`src/rtl/altr_hps_demux14_deser_if.sv`:
```
// Beat-in / frame-out bus for the 1:4 lane distributor.
// The master is the side that drives beats and frame acceptance (link + consumer).
// The slave is the distributor itself.
interface altr_hps_demux14_deser_if #(
    parameter int DW = 8
);
    logic [DW-1:0] din;
    logic          din_vld;
    logic          din_sof;
    logic          din_rdy;
    logic [DW-1:0] dout0;
    logic [DW-1:0] dout1;
    logic [DW-1:0] dout2;
    logic [DW-1:0] dout3;
    logic          dout_vld;
    logic          dout_rdy;
    logic [1:0]    slot;
    logic          err_trunc;

    modport master (
        output din, din_vld, din_sof, dout_rdy,
        input  din_rdy, dout0, dout1, dout2, dout3, dout_vld, slot, err_trunc
    );

    modport slave (
        input  din, din_vld, din_sof, dout_rdy,
        output din_rdy, dout0, dout1, dout2, dout3, dout_vld, slot, err_trunc
    );
endinterface

```
`src/rtl/altr_hps_demux14_deser.sv`:
```
// 1-to-4 lane distributor: successive accepted beats fill lanes 0..3.
// A registered 4-lane frame is then presented with valid/ready.
// An SOF beat always restarts the frame at lane 0.
// A partially staged frame that an SOF beat overrides is reported with err_trunc.
module altr_hps_demux14_deser #(
    parameter int DW = 8
) (
    input  logic                    clk,
    input  logic                    rst,
    altr_hps_demux14_deser_if.slave bus
);
    typedef enum logic [1:0] {FILL0 = 2'd0, FILL1 = 2'd1, FILL2 = 2'd2, FILL3 = 2'd3} fill_t;

    fill_t         r_slot;
    logic [DW-1:0] r_st0, r_st1, r_st2;
    logic [DW-1:0] r_dout0, r_dout1, r_dout2, r_dout3;
    logic          r_dout_vld;
    logic          r_err_trunc;

    logic w_din_rdy;
    logic w_acc;
    logic w_take;

    // Only the frame-completing beat can stall, and only while the held frame is not leaving.
    assign w_din_rdy = (r_slot != FILL3) || bus.din_sof || !r_dout_vld || bus.dout_rdy;
    assign w_acc     = bus.din_vld && w_din_rdy;
    assign w_take    = r_dout_vld && bus.dout_rdy;

    assign bus.din_rdy   = w_din_rdy;
    assign bus.dout0     = r_dout0;
    assign bus.dout1     = r_dout1;
    assign bus.dout2     = r_dout2;
    assign bus.dout3     = r_dout3;
    assign bus.dout_vld  = r_dout_vld;
    assign bus.slot      = r_slot;
    assign bus.err_trunc = r_err_trunc;

    // Fill state machine, staging registers, and output frame register.
    // A completing frame overrides the consumer's clear, so back-to-back frames have no bubble.
    always_ff @(posedge clk) begin
        if (rst) begin
            r_slot      <= FILL0;
            r_st0       <= '0;
            r_st1       <= '0;
            r_st2       <= '0;
            r_dout0     <= '0;
            r_dout1     <= '0;
            r_dout2     <= '0;
            r_dout3     <= '0;
            r_dout_vld  <= 1'b0;
            r_err_trunc <= 1'b0;
        end else begin
            r_err_trunc <= 1'b0;
            if (w_take)
                r_dout_vld <= 1'b0;
            if (w_acc) begin
                if (bus.din_sof) begin
                    r_st0  <= bus.din;
                    r_slot <= FILL1;
                    if (r_slot != FILL0)
                        r_err_trunc <= 1'b1;
                end else begin
                    case (r_slot)
                        FILL0: begin
                            r_st0  <= bus.din;
                            r_slot <= FILL1;
                        end
                        FILL1: begin
                            r_st1  <= bus.din;
                            r_slot <= FILL2;
                        end
                        FILL2: begin
                            r_st2  <= bus.din;
                            r_slot <= FILL3;
                        end
                        default: begin
                            r_dout0    <= r_st0;
                            r_dout1    <= r_st1;
                            r_dout2    <= r_st2;
                            r_dout3    <= bus.din;
                            r_dout_vld <= 1'b1;
                            r_slot     <= FILL0;
                        end
                    endcase
                end
            end
        end
    end
endmodule

```
`src/flat_wrapper.sv`:
```
// flat-port wrapper written by rule: the top's interface ports become plain ports
module altr_hps_demux14_deser_flat 
#(
    parameter int DW = 8
)
  (clk, rst, bus_din, bus_din_vld, bus_din_sof, bus_dout_rdy, bus_din_rdy, bus_dout0, bus_dout1, bus_dout2, bus_dout3, bus_dout_vld, bus_slot, bus_err_trunc);
  altr_hps_demux14_deser_if #(.DW(DW)) bus_i ();
  input  logic clk;
  input  logic rst;
  input wire logic [$bits(bus_i.din)-1:0] bus_din;
  input wire logic [$bits(bus_i.din_vld)-1:0] bus_din_vld;
  input wire logic [$bits(bus_i.din_sof)-1:0] bus_din_sof;
  input wire logic [$bits(bus_i.dout_rdy)-1:0] bus_dout_rdy;
  output wire logic [$bits(bus_i.din_rdy)-1:0] bus_din_rdy;
  output wire logic [$bits(bus_i.dout0)-1:0] bus_dout0;
  output wire logic [$bits(bus_i.dout1)-1:0] bus_dout1;
  output wire logic [$bits(bus_i.dout2)-1:0] bus_dout2;
  output wire logic [$bits(bus_i.dout3)-1:0] bus_dout3;
  output wire logic [$bits(bus_i.dout_vld)-1:0] bus_dout_vld;
  output wire logic [$bits(bus_i.slot)-1:0] bus_slot;
  output wire logic [$bits(bus_i.err_trunc)-1:0] bus_err_trunc;
  assign bus_i.din = bus_din;
  assign bus_i.din_vld = bus_din_vld;
  assign bus_i.din_sof = bus_din_sof;
  assign bus_i.dout_rdy = bus_dout_rdy;
  assign bus_din_rdy = bus_i.din_rdy;
  assign bus_dout0 = bus_i.dout0;
  assign bus_dout1 = bus_i.dout1;
  assign bus_dout2 = bus_i.dout2;
  assign bus_dout3 = bus_i.dout3;
  assign bus_dout_vld = bus_i.dout_vld;
  assign bus_slot = bus_i.slot;
  assign bus_err_trunc = bus_i.err_trunc;
  altr_hps_demux14_deser #(.DW(DW)) u_core (.clk(clk), .rst(rst), .bus(bus_i));
endmodule
```
`config.mk`:
```
export PLATFORM = sky130hd
export DESIGN_NAME = altr_hps_demux14_deser_flat
export DESIGN_NICKNAME = d
export VERILOG_FILES = /design/src/rtl/altr_hps_demux14_deser_if.sv /design/src/rtl/altr_hps_demux14_deser.sv /design/src/flat_wrapper.sv
export SDC_FILE = /design/constraint.sdc
export NUM_CORES = 1
export LEC_CHECK = 0
export BUFFER_PORTS_ARGS = -buffer_cell sky130_fd_sc_hd__clkbuf_2
export CORE_MARGIN = 2
export CORE_UTILIZATION = 42
export CTS_BUF_LIST = sky130_fd_sc_hd__clkbuf_4
export CTS_CLUSTER_DIAMETER = 100
export DETAILED_ROUTE_END_ITERATION = 8
export SLEW_MARGIN = 20
export SYNTH_ARGS = -nofsm -noshare
export SYNTH_HDL_FRONTEND = slang
export SYNTH_SLANG_ARGS = --single-unit
```
`constraint.sdc`:
```
create_clock -name clk -period 1.65 [get_ports clk]
set_input_delay 0.33 -clock clk [delete_from_list [all_inputs] [get_ports clk]]
set_output_delay 0.33 -clock clk [all_outputs]
set_load 0.01 [all_outputs]
```
Word-level counts from Yosys, hierarchy flattened

Cells that the tools add are included.

Register bits after elaboration: 60
Output and inout port bits: 37
Input port bits: 13

Bitwise logic cells: 3
Reductions and logical operators: 15
Multiplexer cells: 9
Eq/ne operators: 3

Operator list:

| cell                                                | count |
|---|---|
| two-way mux 8 bit                                   | 2 |
| AND reduction 3 bit                                 | 3 |
| one-hot mux 2 bit (3 select lines)                  | 1 |
| OR reduction 3 bit                                  | 2 |
| two-way mux 1 bit                                   | 5 |
| nonzero test 2 bit                                  | 2 |
| logical OR 1 bit                                    | 3 |
| inverter 1 bit                                      | 3 |
| equality test 2 x 1 -> 1 bit, second input constant | 1 |
| equality test 2 bit, second input constant          | 1 |
| logical AND 1 bit                                   | 2 |
| zero test 2 bit                                     | 1 |
| two-way mux 2 bit                                   | 1 |
| != test 2 bit, second input constant                | 1 |
| AND reduction 2 bit                                 | 1 |
| zero test 1 bit                                     | 1 |

Logic depth before layout (Yosys ltp)

Gate-level depths: netlist (run 1).

Depth in word-level cells: 7
Gate-level depth with buffers: 6
Gate-level depth less buffers: 5

Worst setup path after synthesis (run 1)

OpenSTA, ideal clock, no wires.

Path kind: register -> register
Start: reg u_core.r_slot[0] (netlist: u_core.bus.slot[0])
End: reg u_core.r_st0[7]
Path buffers: 2
Stages on the path, launching flop included: 7
Period minus slack after synthesis: 1.385 ns
Arrival: 1.263 ns
Setup slack: 0.265 ns
Path through: dfxtp_1 > ha_1 > nand4bb_1 > buf_2 > o211a_1 > buf_6 > mux2i_1

Cells in the longest elaborated chain, start to end: 6
Elaborated cells between the ends (all ways): 8

Ends and longest elaborated chain:

| what                           | line                         | text |
|---|---|---|
| from (decl)                    | altr_hps_demux14_deser.sv:14 | `fill_t r_slot;` |
| from (signal assigned)         | altr_hps_demux14_deser.sv:42 | `r_slot <= FILL0;` |
| from (signal assigned)         | altr_hps_demux14_deser.sv:59 | `r_slot <= FILL1;` |
| from (signal assigned)         | altr_hps_demux14_deser.sv:66 | `r_slot <= FILL1;` |
| != test 2 bit                  | altr_hps_demux14_deser.sv:25 | `assign w_din_rdy = (r_slot != FILL3) \|\| bus.din_sof \|\| !r_dout_vld \|\| bus.dout_rdy;` |
| logical OR 1 bit (3 in series) | altr_hps_demux14_deser.sv:25 |  |
| via bus_din_rdy                | flat_wrapper.sv:14           | `output wire logic [$bits(bus_i.din_rdy)-1:0] bus_din_rdy;` |
| logical AND 1 bit              | altr_hps_demux14_deser.sv:26 | `assign w_acc = bus.din_vld && w_din_rdy;` |
| AND reduction 2 bit (no line)  | n/a                          |  |
| to (signal assigned)           | altr_hps_demux14_deser.sv:58 | `r_st0 <= bus.din;` |
| to (signal assigned)           | altr_hps_demux14_deser.sv:65 | `r_st0 <= bus.din;` |
| to (decl)                      | altr_hps_demux14_deser.sv:15 | `logic [DW-1:0] r_st0, r_st1, r_st2;` |

The timed path passes the listed nets, and every way through them passes these cells.
A chain may end at the register's enable or synchronous reset.

Worst setup path in the final report (run 1)

Start: reg u_core.r_slot[0] (netlist: u_core.bus.slot[0])
End: out bus_din_rdy

Cells in the longest elaborated chain, start to end: 4

Ends and longest elaborated chain:

| what                           | line |
|---|---|
| != test 2 bit                  | altr_hps_demux14_deser.sv:25 |
| logical OR 1 bit (3 in series) | altr_hps_demux14_deser.sv:25 |
| to (decl)                      | flat_wrapper.sv:14 |

No other way between the ends.

==> results of run 1 <==
-- layer usage --
| layer | share of wire [%] | global-route usage, % | wire length, µm | vias to the layer above |
|---|---|---|---|---|
| met5 | 0 | 0 | 0 | - |
| met4 | 1.5 | 6.10 | 67 | 0 |
| met3 | 4.7 | 5.89 | 219 | 6 |
| met2 | 43 | 22.6 | 2000 | 34 |
| met1 | 50 | 22.1 | 2320 | 744 |
| li1 | - | - | - | 851 |
-- metrics by stage --
step           instance area (µm²)  instances  power (µW)
2_1_floorplan                 2480        218        1630
3_3_place_gp                  2800        335        1690
3_5_place_dp                  2800        335        1690
4_1_cts                       2950        354        2530
5_1_grt                       2950        354        2640
6_report                      2950        354        2490
-- repair_timing --
| action | CTS | global route |
|---|---|---|
| endpoints found under the setup margin | 1 | 17 |
| resized for setup | 5 | 1 |
| setup buffers | 3 | 0 |
| hold buffers | 0 | 0 |
| gates cloned | 0 | 0 |
-- critical path, stage by stage (launching register included) --
cell,delay (ns)
dfxtp_4,0.37
ha_4,0.13
nand4bb_1,0.12
buf_4,0.16
clkbuf_2,0.12
-- cell families after synthesis --
group                      after synthesis
buffers and inverters                   15
and+or+nand+nor                         77
AOI/OAI and AO/OA                        5
muxes                                   56
DFF                                     60
adders and majority gates                5
-- where the power goes --
| part | internal (µW) | switching, µW |
|---|---|---|
| Clock | 345 | 486 |
| Sequential | 1470 | 8.63 |
| Combinational | 87.0 | 88.4 |
| Total | 1900 | 583 |
-- state kept, by name (all words and copies together), names as in the netlist --
signal,cells
u_core.bus.dout0,8
u_core.bus.dout1,8
u_core.bus.dout2,8
u_core.bus.dout3,8
u_core.r_st0,8
u_core.r_st1,8
u_core.r_st2,8
u_core.bus.slot,2
u_core.bus.dout_vld,1
u_core.bus.err_trunc,1
-- worst max-delay path by stage --
stage | cells after the start | to
finish | 4 | bus_din_rdy
global route | 5 | u_core.r_st0[5]
CTS | 4 | bus_din_rdy
detailed placement | 4 | u_core.r_st2[7]
global placement | 4 | u_core.r_st2[0]
floorplan | 6 | u_core.r_st0[7]
-- final cells by class --
type	instances	share of cell area (%)
Sequential cell	60	40.9
Multi-Input combinational cell	143	40.6
Tap cell	75	3.18
Clock buffer	12	3.05
Inverter	2	0.255
Timing Repair Buffer	58	11.5
Clock inverter	4	0.552
-- layout by cell type, fill, tap and decap left out, drive strengths merged --
| cell | n |
|---|---|
| a211o | 1 |
| a21oi | 2 |
| a311oi | 1 |
| and2b | 1 |
| and3 | 2 |
| buf | 9 |
| clkbuf | 61 |
| clkinv | 4 |
| dfxtp | 60 |
| ha | 5 |
| inv | 2 |
| mux2i | 56 |
| nand2 | 1 |
| nand2b | 65 |
| nand3 | 3 |
| nand3b | 1 |
| nand4bb | 1 |
| nor3 | 1 |
| nor3b | 1 |
| nor4bb | 1 |
| o211a | 1 |
==> impl_metrics.prom, run 1 <==
# TYPE chip_impl_metric gauge
chip_impl_metric{name="fin_ws",unit="ns"} 0.0346
chip_impl_metric{name="grt_antenna_before_repair",unit=""} 0
chip_impl_info{name="synthMostInstantiatedCell",value="nand2b_1"} 1
chip_impl_metric{name="max-clock-path-buffers",unit=""} 2
chip_impl_metric{name="largest_net_degree_at_the_start_of_global_routing",unit=""} 70
chip_impl_info{name="clock_tree.root_cell",value="clkbuf_4"} 1
chip_impl_metric{name="vias_per_cell",unit=""} 4.62
chip_impl_info{name="grt_setup_unrepaired",value="yes"} 1
chip_impl_info{name="status",value="completed"} 1
chip_impl_metric{name="final_min_period_over_clock_period",unit="%"} 97.9
chip_impl_info{name="synth_area_leaders",value="dfxtp_1, mux2i_1, nand2b_1"} 1
chip_impl_metric{name="pre_cts_setup_slack",unit="ns"} 0.0794
chip_impl_metric{name="nets",unit=""} 292
chip_impl_metric{name="multiInputGateArea",unit="µm²"} 1200
chip_impl_metric{name="insertedDiodeCount",unit=""} 0
chip_impl_metric{name="timing.final.setup_violations",unit=""} 0
chip_impl_metric{name="synth.yosys.warnings",unit=""} 0
chip_impl_metric{name="ant_nets",unit=""} 0
chip_impl_metric{name="vdd_ir_drop_max",unit="mV"} 0.509
chip_impl_metric{name="post-route-drc-count",unit=""} 0
chip_impl_metric{name="worstPathRequired",unit="ns"} 1.32
chip_impl_metric{name="worstPathMaxFanout",unit=""} 2
chip_impl_metric{name="timing.hold.worst_path_depth",unit=""} 3
chip_impl_metric{name="critical_path_arrival",unit="ns"} 1.29
chip_impl_info{name="criticalPathCategory",value="flip-flop to output pin"} 1
chip_impl_metric{name="timing_worst_slew_pin_value",unit="ns"} 0.447
chip_impl_metric{name="finalHoldViolations",unit=""} 0
chip_impl_metric{name="dp_hpwl",unit="µm"} 3000
chip_impl_metric{name="gpl.final_weighted_congestion",unit=""} 0.818
chip_impl_metric{name="clock_sinks",unit=""} 60
chip_impl_metric{name="synth_cell_type_count",unit=""} 24
chip_impl_metric{name="synth_fa_ha_area_share",unit="%"} 2.52
chip_impl_metric{name="seq_area_frac_synth",unit="%"} 48.3
chip_impl_metric{name="fin_setup_tns",unit="ns"} 0
chip_impl_metric{name="ff2ff_path_depth",unit=""} 5
chip_impl_metric{name="worst_skew_pair.late_latency",unit="ns"} 0.39
chip_impl_metric{name="number_of_flops_mapped_to_enable_cells_by_yosys",unit=""} 0
chip_impl_metric{name="power.density",unit="nW/µm²"} 843
chip_impl_metric{name="synth_area_in_compound_gates",unit="%"} 1.51
chip_impl_metric{name="syn_inst",unit=""} 218
chip_impl_info{name="crit_start",value="u_core.bus.slot[0]"} 1
chip_impl_metric{name="drt_first_pass_iters",unit=""} 4
chip_impl_metric{name="drv_cap",unit=""} 0
chip_impl_metric{name="initial_core_util",unit="%"} 42.7
chip_impl_metric{name="route.vias.total",unit=""} 1635
chip_impl_metric{name="drt-initial-drc-count",unit=""} 64
chip_impl_info{name="dominant_combinational_cell_family_by_area_after_synthesis",value="multiplexers"} 1
chip_impl_metric{name="synthesis.nets",unit=""} 236
chip_impl_metric{name="slew-limit-headroom",unit="%"} 70.2
chip_impl_metric{name="global_route_usage_over_all_layers",unit="%"} 16.0
chip_impl_info{name="cts_tree",value="done"} 1
chip_impl_metric{name="synthXorXnorAreaFrac",unit="%"} 0
chip_impl_metric{name="synth_top_area_share",unit="%"} 48.3
chip_impl_info{name="timing.rr.end",value="u_core.r_st0[6]"} 1
chip_impl_metric{name="layout.filler_cells",unit=""} 564
chip_impl_metric{name="die-width",unit="µm"} 80.9
chip_impl_metric{name="finalCoreUtilization",unit="%"} 50.7
chip_impl_metric{name="number_of_top_level_pins",unit=""} 50
chip_impl_info{name="crit_path_start_kind",value="flip-flop"} 1
chip_impl_metric{name="ys_async_rst_share",unit="%"} 0
chip_impl_metric{name="fmax",unit="MHz"} 619
chip_impl_metric{name="htree_num_levels",unit=""} 3
chip_impl_metric{name="post_synth_and_or_nand_nor_area_fraction",unit="%"} 21.0
chip_impl_metric{name="routedWlPerCell",unit="µm"} 13.0
chip_impl_metric{name="grt_first_pass_wirelength",unit="µm"} 7670
chip_impl_metric{name="route.final.wire_length",unit="µm"} 4610
chip_impl_metric{name="port-buffer-count",unit=""} 49
chip_impl_metric{name="cellLeakagePower",unit="µW"} 0.00137
chip_impl_metric{name="total_cts_buffers",unit=""} 9
chip_impl_info{name="end_kind",value="output pin"} 1
chip_impl_metric{name="layout-drive-gt1-share",unit="%"} 28.7
chip_impl_metric{name="postSynthAreaPerCell",unit="µm²"} 11.4
chip_impl_info{name="synth_ff_type",value="dfxtp_1"} 1
chip_impl_metric{name="final_max_slew_viol_count",unit=""} 0
chip_impl_metric{name="reg2reg_slack",unit="ns"} 0.08
chip_impl_metric{name="sequential_cell_area_in_the_final_layout",unit="µm²"} 1210
chip_impl_metric{name="fin_skew",unit="ns"} 0.0144
chip_impl_info{name="holdCritPathClass",value="input port to flip-flop"} 1
chip_impl_info{name="netlist_top_cells_count",value="nand2b_1, dfxtp_1, mux2i_1"} 1
chip_impl_info{name="hold_start",value="bus_dout_rdy"} 1
chip_impl_info{name="synth_top_cell_by_area",value="dfxtp_1"} 1
chip_impl_metric{name="area.growth.synth_to_final",unit="%"} 18.7
chip_impl_metric{name="clk_pin_slew_worst_paths",unit="ns"} 0.09
chip_impl_info{name="r2r_start",value="u_core.bus.slot[1]"} 1
chip_impl_metric{name="number_of_register_bits_inferred_by_synthesis",unit=""} 60
chip_impl_metric{name="period_needed",unit="ns"} 1.62
chip_impl_metric{name="grt_overflow",unit=""} 0
chip_impl_metric{name="placementRows",unit=""} 28
chip_impl_metric{name="placeableCoreArea",unit="µm²"} 5820
chip_impl_metric{name="post_synth_instance_area",unit="µm²"} 2480
chip_impl_metric{name="holdWs",unit="ns"} 0.228
chip_impl_metric{name="die-height",unit="µm"} 80.9
chip_impl_metric{name="die_area",unit="µm²"} 6550
chip_impl_info{name="min_delay_worst_endpoint",value="u_core.bus.dout_vld"} 1
chip_impl_metric{name="via_count_of_the_first_global_routing_pass",unit=""} 1495
chip_impl_metric{name="yosys-mux-area-fraction",unit="%"} 22.6
No activity file was read; power rests on OpenSTA's default activity.
==> run 2, diff against run 1 <==
==> constraint.sdc (replaced) <==
create_clock -name clk -period 1.63 [get_ports clk]
set_input_delay 0.0815 -clock clk [delete_from_list [all_inputs] [get_ports clk]]
set_output_delay 0.0815 -clock clk [all_outputs]
set_load 0.01 [all_outputs]
==> run 2 against run 1 <==
  * Critical path depth is the same
  * Sequential cell count unchanged
  * Wire length barely moved
  * Count of clock-buffer cells in the layout is 1 lower
  * Clock skew decreased by 0.0057 ns
  * Cell count decreased by 0.56%
  * Clock power increased by 2%
  * Sequential power hardly changed
  * Highest routed layer unchanged
  * Critical path type unchanged
==> impl_metrics.prom, run 2 (synthesized netlist as in run 1, its figures left out) <==
# TYPE chip_impl_metric gauge
chip_impl_metric{name="vdd_ir_drop_max",unit="mV"} 0.358
chip_impl_metric{name="dp_hpwl",unit="µm"} 3040
chip_impl_metric{name="drv_cap",unit=""} 0
chip_impl_metric{name="multiInputGateArea",unit="µm²"} 1180
chip_impl_metric{name="vias_per_cell",unit=""} 4.69
chip_impl_metric{name="htree_num_levels",unit=""} 3
chip_impl_metric{name="reg2reg_slack",unit="ns"} 0.19
chip_impl_metric{name="port-buffer-count",unit=""} 49
chip_impl_metric{name="period_needed",unit="ns"} 1.47
chip_impl_metric{name="cp_num_cells",unit=""} 4
chip_impl_info{name="crit_path_start_kind",value="flip-flop"} 1
chip_impl_metric{name="pre_cts_setup_slack",unit="ns"} 0.0841
chip_impl_info{name="category_of_cells_accounting_for_the_largest_share_of_critical_path_delay",value="flip-flops"} 1
chip_impl_metric{name="timing.final.setup_violations",unit=""} 0
chip_impl_metric{name="max-clock-path-buffers",unit=""} 2
chip_impl_metric{name="fin_setup_tns",unit="ns"} 0
chip_impl_info{name="r2r_start",value="u_core.bus.slot[0]"} 1
chip_impl_metric{name="worst_skew_pair.late_latency",unit="ns"} 0.39
chip_impl_metric{name="die-width",unit="µm"} 80.9
chip_impl_metric{name="placementRows",unit=""} 28
chip_impl_metric{name="die_area",unit="µm²"} 6550
chip_impl_info{name="layout.cells.most_common",value="nand2b_1"} 1
chip_impl_metric{name="final_min_period_over_clock_period",unit="%"} 89.9
chip_impl_metric{name="nets",unit=""} 291
chip_impl_metric{name="finalHoldViolations",unit=""} 0
chip_impl_metric{name="clock_sinks",unit=""} 60
chip_impl_metric{name="grt_overflow",unit=""} 0
chip_impl_info{name="clock_tree.root_cell",value="clkbuf_4"} 1
chip_impl_metric{name="fin_skew",unit="ns"} 0.00863
chip_impl_info{name="status",value="completed"} 1
chip_impl_metric{name="gpl.final_weighted_congestion",unit=""} 0.846
chip_impl_metric{name="initial_core_util",unit="%"} 42.7
chip_impl_metric{name="holdWs",unit="ns"} 0.0284
chip_impl_metric{name="drt_first_pass_iters",unit=""} 4
chip_impl_metric{name="sequential_cell_area_in_the_final_layout",unit="µm²"} 1210
chip_impl_metric{name="routedWlPerCell",unit="µm"} 13.1
chip_impl_info{name="holdCritPathClass",value="input port to flip-flop"} 1
chip_impl_info{name="hold_start",value="bus_din[7]"} 1
chip_impl_info{name="crit_start",value="u_core.bus.slot[0]"} 1
chip_impl_metric{name="drt-initial-drc-count",unit=""} 76
chip_impl_metric{name="grt_first_pass_wirelength",unit="µm"} 7650
chip_impl_info{name="criticalPathCategory",value="flip-flop to output pin"} 1
chip_impl_metric{name="timing.hold.worst_path_depth",unit=""} 3
chip_impl_metric{name="layout-drive-gt1-share",unit="%"} 27.1
chip_impl_metric{name="critical_path_arrival",unit="ns"} 1.38
chip_impl_info{name="highest_count_cells_in_the_layout_ignoring_fill_and_taps",value="nand2b_1, dfxtp_1, mux2i_1"} 1
chip_impl_info{name="end_kind",value="output pin"} 1
chip_impl_metric{name="layout.filler_cells",unit=""} 581
chip_impl_metric{name="ant_nets",unit=""} 0
chip_impl_metric{name="via_count_of_the_first_global_routing_pass",unit=""} 1555
chip_impl_metric{name="final_max_slew_viol_count",unit=""} 0
chip_impl_metric{name="largest_net_degree_at_the_start_of_global_routing",unit=""} 51
chip_impl_metric{name="cts_post_setup_buffers_inserted",unit=""} 0
chip_impl_info{name="critPathSlowestCell",value="dfxtp_4"} 1
chip_impl_metric{name="clk_pin_slew_worst_paths",unit="ns"} 0.09
chip_impl_info{name="timing.critical_path.cells",value="ha_1, nand4bb_1, buf_4, clkbuf_2"} 1
chip_impl_info{name="cts_tree",value="done"} 1
chip_impl_metric{name="path_buf_inv",unit=""} 2
chip_impl_metric{name="ff2ff_path_depth",unit=""} 4
chip_impl_metric{name="area.growth.synth_to_final",unit="%"} 18.0
chip_impl_metric{name="fin_ws",unit="ns"} 0.165
chip_impl_metric{name="global_route_usage_over_all_layers",unit="%"} 15.6
chip_impl_metric{name="fmax",unit="MHz"} 682
chip_impl_metric{name="route.vias.total",unit=""} 1651
chip_impl_metric{name="cellLeakagePower",unit="µW"} 0.00137
chip_impl_metric{name="number_of_top_level_pins",unit=""} 50
chip_impl_metric{name="placeableCoreArea",unit="µm²"} 5820
chip_impl_metric{name="post-route-drc-count",unit=""} 0
chip_impl_metric{name="worst_path_largest_cell_delay",unit="ns"} 0.38
chip_impl_info{name="grt_setup_unrepaired",value="no"} 1
chip_impl_metric{name="worstPathRequired",unit="ns"} 1.55
chip_impl_metric{name="insertedDiodeCount",unit=""} 0
chip_impl_metric{name="worstPathMaxFanout",unit=""} 5
chip_impl_metric{name="route.final.wire_length",unit="µm"} 4610
chip_impl_metric{name="total_cts_buffers",unit=""} 9
chip_impl_metric{name="power.density",unit="nW/µm²"} 858
chip_impl_metric{name="grt_antenna_before_repair",unit=""} 0
chip_impl_metric{name="timing_worst_slew_pin_value",unit="ns"} 0.425
chip_impl_metric{name="slew-limit-headroom",unit="%"} 71.7
chip_impl_metric{name="die-height",unit="µm"} 80.9
[run 2: changes by cell type in the layout (fill, tap and decap cells not counted)]
cell,before,now
dlygate4sd3_1,0,3
ha_4,1,0
clkinv_1,3,2
dfxtp_2,1,0
buf_4,7,3
clkinv_2,1,2
ha_1,4,5
clkbuf_4,12,11
dfxtp_4,1,2
[run 2: final timing paths]
kind | to
hold / removal | u_core.r_st1[7]
setup reg to reg | u_core.r_st0[4]
hold reg to reg | u_core.bus.dout0[7]
setup / recovery | bus_din_rdy
[run 2: power breakdown]
| group | internal [µW] | switching [µW] | leakage [µW] | total [µW] |
|---|---|---|---|---|
| clock | 326 | 520 | 0.0000616 | 846 |
| combinational | 87.0 | 85.3 | 0.000818 | 172 |
| sequential | 1490 | 9.59 | 0.000487 | 1500 |
| total | 1900 | 615 | 0.00137 | 2520 |
[run 2: layout make-up]
class,instances,area share (%)
clock buffer,11,2.82
tap,75,3.20
sequential,60,41.2
inverter,2,0.256
multi-input combinational,143,40.4
timing repair buffer,57,11.5
clock inverter,4,0.597
[run 2: metal layers]
layer	GRT usage, %	part of all wire [%]
met1	21.2	49
met2	22.6	44
met3	4.22	4.3
met4	8.14	2.0
met5	0	0
[run 2: worst min-delay path: stages]
cell and delay, ns:
clkbuf_2 0.08, nand2b_1 0.13, mux2i_1 0.09
[run 2: through the flow]
step	power [µW]	std cells	cell area, µm²	utilization [%]
final	2520	352	2930	50.4
after floorplan	1650	218	2480	-
after global placement	1700	334	2790	48.0
after global routing	2620	352	2930	50.4
after detailed placement	1700	334	2790	48.0
after CTS	2550	353	2930	50.5
[run 2: what timing repair did]
item,CTS,global route
endpoints found under the hold margin,4,0
resized for setup,0,5
endpoints found under the setup margin,0,7
hold buffers,4,0
==> run 3, diff against run 2 <==
--- a/config.mk
+++ b/config.mk
@@ -11,6 +11,7 @@
 export CTS_BUF_LIST = sky130_fd_sc_hd__clkbuf_4
 export CTS_CLUSTER_DIAMETER = 100
 export DETAILED_ROUTE_END_ITERATION = 8
+export SKIP_CTS_REPAIR_TIMING = 1
 export SLEW_MARGIN = 20
 export SYNTH_ARGS = -nofsm -noshare
 export SYNTH_HDL_FRONTEND = slang
==> constraint.sdc (replaced) <==
create_clock -name clk -period 1.51 [get_ports clk]
set_input_delay 0.0755 -clock clk [delete_from_list [all_inputs] [get_ports clk]]
set_output_delay 0.0755 -clock clk [all_outputs]
set_load 0.01 [all_outputs]
==> run 3 against run 2 <==
  * Worst hold slack gained 0.0014 ns
  * Setup slack lost 0.092 ns
  * Combinational power grew 16%
  * Cell count grew 1.7%
  * Clock power grew 14%
  * Sequential share of layout area shrank 1.0 points
  * Critical path depth is the same
  * Via count grew 1.4%
  * First-iteration DRC count shrank 21%
  * Largest power group unchanged
  * Highest routed layer unchanged
==> impl_metrics.prom, run 3 (synthesized netlist as in run 1, its figures left out) <==
# TYPE chip_impl_metric gauge
chip_impl_info{name="category_of_cells_accounting_for_the_largest_share_of_critical_path_delay",value="flip-flops"} 1
chip_impl_metric{name="finalHoldViolations",unit=""} 0
chip_impl_metric{name="drt-initial-drc-count",unit=""} 60
chip_impl_metric{name="global_route_usage_over_all_layers",unit="%"} 15.7
chip_impl_metric{name="ant_nets",unit=""} 0
chip_impl_metric{name="route.vias.total",unit=""} 1674
chip_impl_info{name="crit_start",value="u_core.bus.slot[0]"} 1
chip_impl_metric{name="critical_path_arrival",unit="ns"} 1.36
chip_impl_info{name="r2r_start",value="u_core.bus.slot[1]"} 1
chip_impl_metric{name="cellLeakagePower",unit="µW"} 0.00139
chip_impl_metric{name="timing.final.setup_violations",unit=""} 0
chip_impl_metric{name="area.growth.synth_to_final",unit="%"} 20.6
chip_impl_metric{name="grt_antenna_before_repair",unit=""} 0
chip_impl_metric{name="fin_setup_tns",unit="ns"} 0
chip_impl_metric{name="vias_per_cell",unit=""} 4.68
chip_impl_metric{name="htree_num_levels",unit=""} 3
chip_impl_info{name="cts_tree",value="done"} 1
chip_impl_info{name="layout.cells.most_common",value="nand2b_1"} 1
chip_impl_metric{name="die-height",unit="µm"} 80.9
chip_impl_metric{name="route.final.wire_length",unit="µm"} 4790
chip_impl_metric{name="timing_worst_slew_pin_value",unit="ns"} 0.329
chip_impl_metric{name="post-route-drc-count",unit=""} 0
chip_impl_metric{name="drt_first_pass_iters",unit=""} 4
chip_impl_metric{name="number_of_top_level_pins",unit=""} 50
chip_impl_metric{name="die-width",unit="µm"} 80.9
chip_impl_metric{name="drv_cap",unit=""} 0
chip_impl_metric{name="via_count_of_the_first_global_routing_pass",unit=""} 1545
chip_impl_metric{name="power.density",unit="nW/µm²"} 930
chip_impl_info{name="end_kind",value="output pin"} 1
chip_impl_metric{name="placed_cells_incl_taps",unit=""} 336
chip_impl_metric{name="path_buf_inv",unit=""} 2
chip_impl_metric{name="placement.cell_area",unit="µm²"} 2810
chip_impl_metric{name="clock_sinks",unit=""} 60
chip_impl_metric{name="port-buffer-count",unit=""} 49
chip_impl_metric{name="fmax",unit="MHz"} 696
chip_impl_metric{name="largest_net_degree_at_the_start_of_global_routing",unit=""} 70
chip_impl_metric{name="worstPathRequired",unit="ns"} 1.43
chip_impl_metric{name="grt_first_pass_wirelength",unit="µm"} 7650
chip_impl_info{name="hold_start",value="bus_din[7]"} 1
chip_impl_metric{name="post-route-cell-area",unit="µm²"} 3000
chip_impl_info{name="status",value="completed"} 1
chip_impl_metric{name="placementRows",unit=""} 28
chip_impl_metric{name="period_needed",unit="ns"} 1.44
chip_impl_metric{name="die_area",unit="µm²"} 6550
chip_impl_metric{name="final_max_slew_viol_count",unit=""} 0
chip_impl_metric{name="initial_core_util",unit="%"} 42.7
chip_impl_metric{name="slew-limit-headroom",unit="%"} 77.8
chip_impl_metric{name="routedWlPerCell",unit="µm"} 13.4
chip_impl_info{name="criticalPathCategory",value="flip-flop to output pin"} 1
chip_impl_info{name="crit_path_start_kind",value="flip-flop"} 1
chip_impl_metric{name="final_min_period_over_clock_period",unit="%"} 95.2
chip_impl_metric{name="worst_skew_pair.late_latency",unit="ns"} 0.39
chip_impl_info{name="clock_tree.root_cell",value="clkbuf_4"} 1
chip_impl_metric{name="total_cts_buffers",unit=""} 9
chip_impl_info{name="holdCritPathClass",value="input port to flip-flop"} 1
chip_impl_metric{name="fin_skew",unit="ns"} 0.00962
chip_impl_metric{name="placeableCoreArea",unit="µm²"} 5820
chip_impl_info{name="highest_count_cells_in_the_layout_ignoring_fill_and_taps",value="nand2b_1, dfxtp_1, mux2i_1"} 1
chip_impl_metric{name="clk_pin_slew_worst_paths",unit="ns"} 0.10
chip_impl_metric{name="dp_hpwl",unit="µm"} 3150
chip_impl_metric{name="insertedDiodeCount",unit=""} 0
chip_impl_metric{name="vdd_ir_drop_max",unit="mV"} 0.433
chip_impl_metric{name="post_layout_nonfiller_instances",unit=""} 358
chip_impl_info{name="critPathSlowestCell",value="dfxtp_2"} 1
chip_impl_metric{name="nets",unit=""} 296
chip_impl_metric{name="layout-drive-gt1-share",unit="%"} 29.7
chip_impl_info{name="timing.critical_path.cells",value="ha_4, nand4bb_1, buf_4, clkbuf_2"} 1
chip_impl_metric{name="worstPathMaxFanout",unit=""} 4
chip_impl_metric{name="gpl.final_weighted_congestion",unit=""} 0.776
chip_impl_metric{name="max-clock-path-buffers",unit=""} 2
chip_impl_metric{name="worst_path_largest_cell_delay",unit="ns"} 0.38
chip_impl_metric{name="holdWs",unit="ns"} 0.0298
chip_impl_metric{name="grt_overflow",unit=""} 0
chip_impl_metric{name="finalPower",unit="µW"} 2790
-- run 3: cell count changes in the layout (fill, tap and decap cells not counted), sizes merged --
cell	change
clkinv	-1
buf	+5
clkbuf	+2
-- run 3: routing by layer --
layer / track usage [%] / wire [µm] / vias up
met5: 0 / 0 / -
met4: 6.61 / 65 / 0
met3: 4.89 / 209 / 6
met2: 22.1 / 2140 / 31
met1: 21.9 / 2380 / 784
li1: - / - / 853
-- run 3: stage by stage --
stage          worst slack [ns]  utilization (%)
4_1_cts                  -0.114             50.2
3_3_place_gp            -0.0208             48.3
6_report                 0.0731             51.5
3_5_place_dp            -0.0692             48.3
5_1_grt                -0.00226             51.5
2_1_floorplan             0.125                -
-- run 3: worst reg2reg max path: cells and delay by family (launching register included) --
| kind | cells | cell delay (ns) |
|---|---|---|
| adders and majority gates | 1 | 0.14 |
| muxes | 1 | 0.23 |
| and+or+nand+nor | 1 | 0.36 |
| buffers and inverters | 2 | 0.22 |
| DFF | 1 | 0.37 |
-- run 3: path summary, 6_finish.rpt --
check | end | slack [ns] | cells past startpoint
max | bus_din_rdy | 0.07 | 4
min | u_core.r_st1[7] | 0.03 | 3
max reg2reg | u_core.r_st2[7] | 0.12 | 5
min reg2reg | u_core.bus.dout1[5] | 0.48 | 2
-- run 3: power breakdown --
part	switching [µW]	leakage (µW)	internal (µW)	total, µW
registers	10.5	0.000486	1610	1620
logic	97.9	0.000837	102	200
clock network	564	0.0000692	404	968
total	672	0.00139	2120	2790
-- run 3: area by class of cell --
| cell class | count | area, µm² |
|---|---|---|
| sequential | 60 | 1200 |
| fill | 548 | 2820 |
| multi-input combinational | 143 | 1200 |
| tap | 75 | 93.8 |
| clock buffer | 13 | 97.6 |
| clock inverter | 3 | 13.8 |
| inverter | 2 | 7.51 |
| timing repair buffer | 62 | 375 |
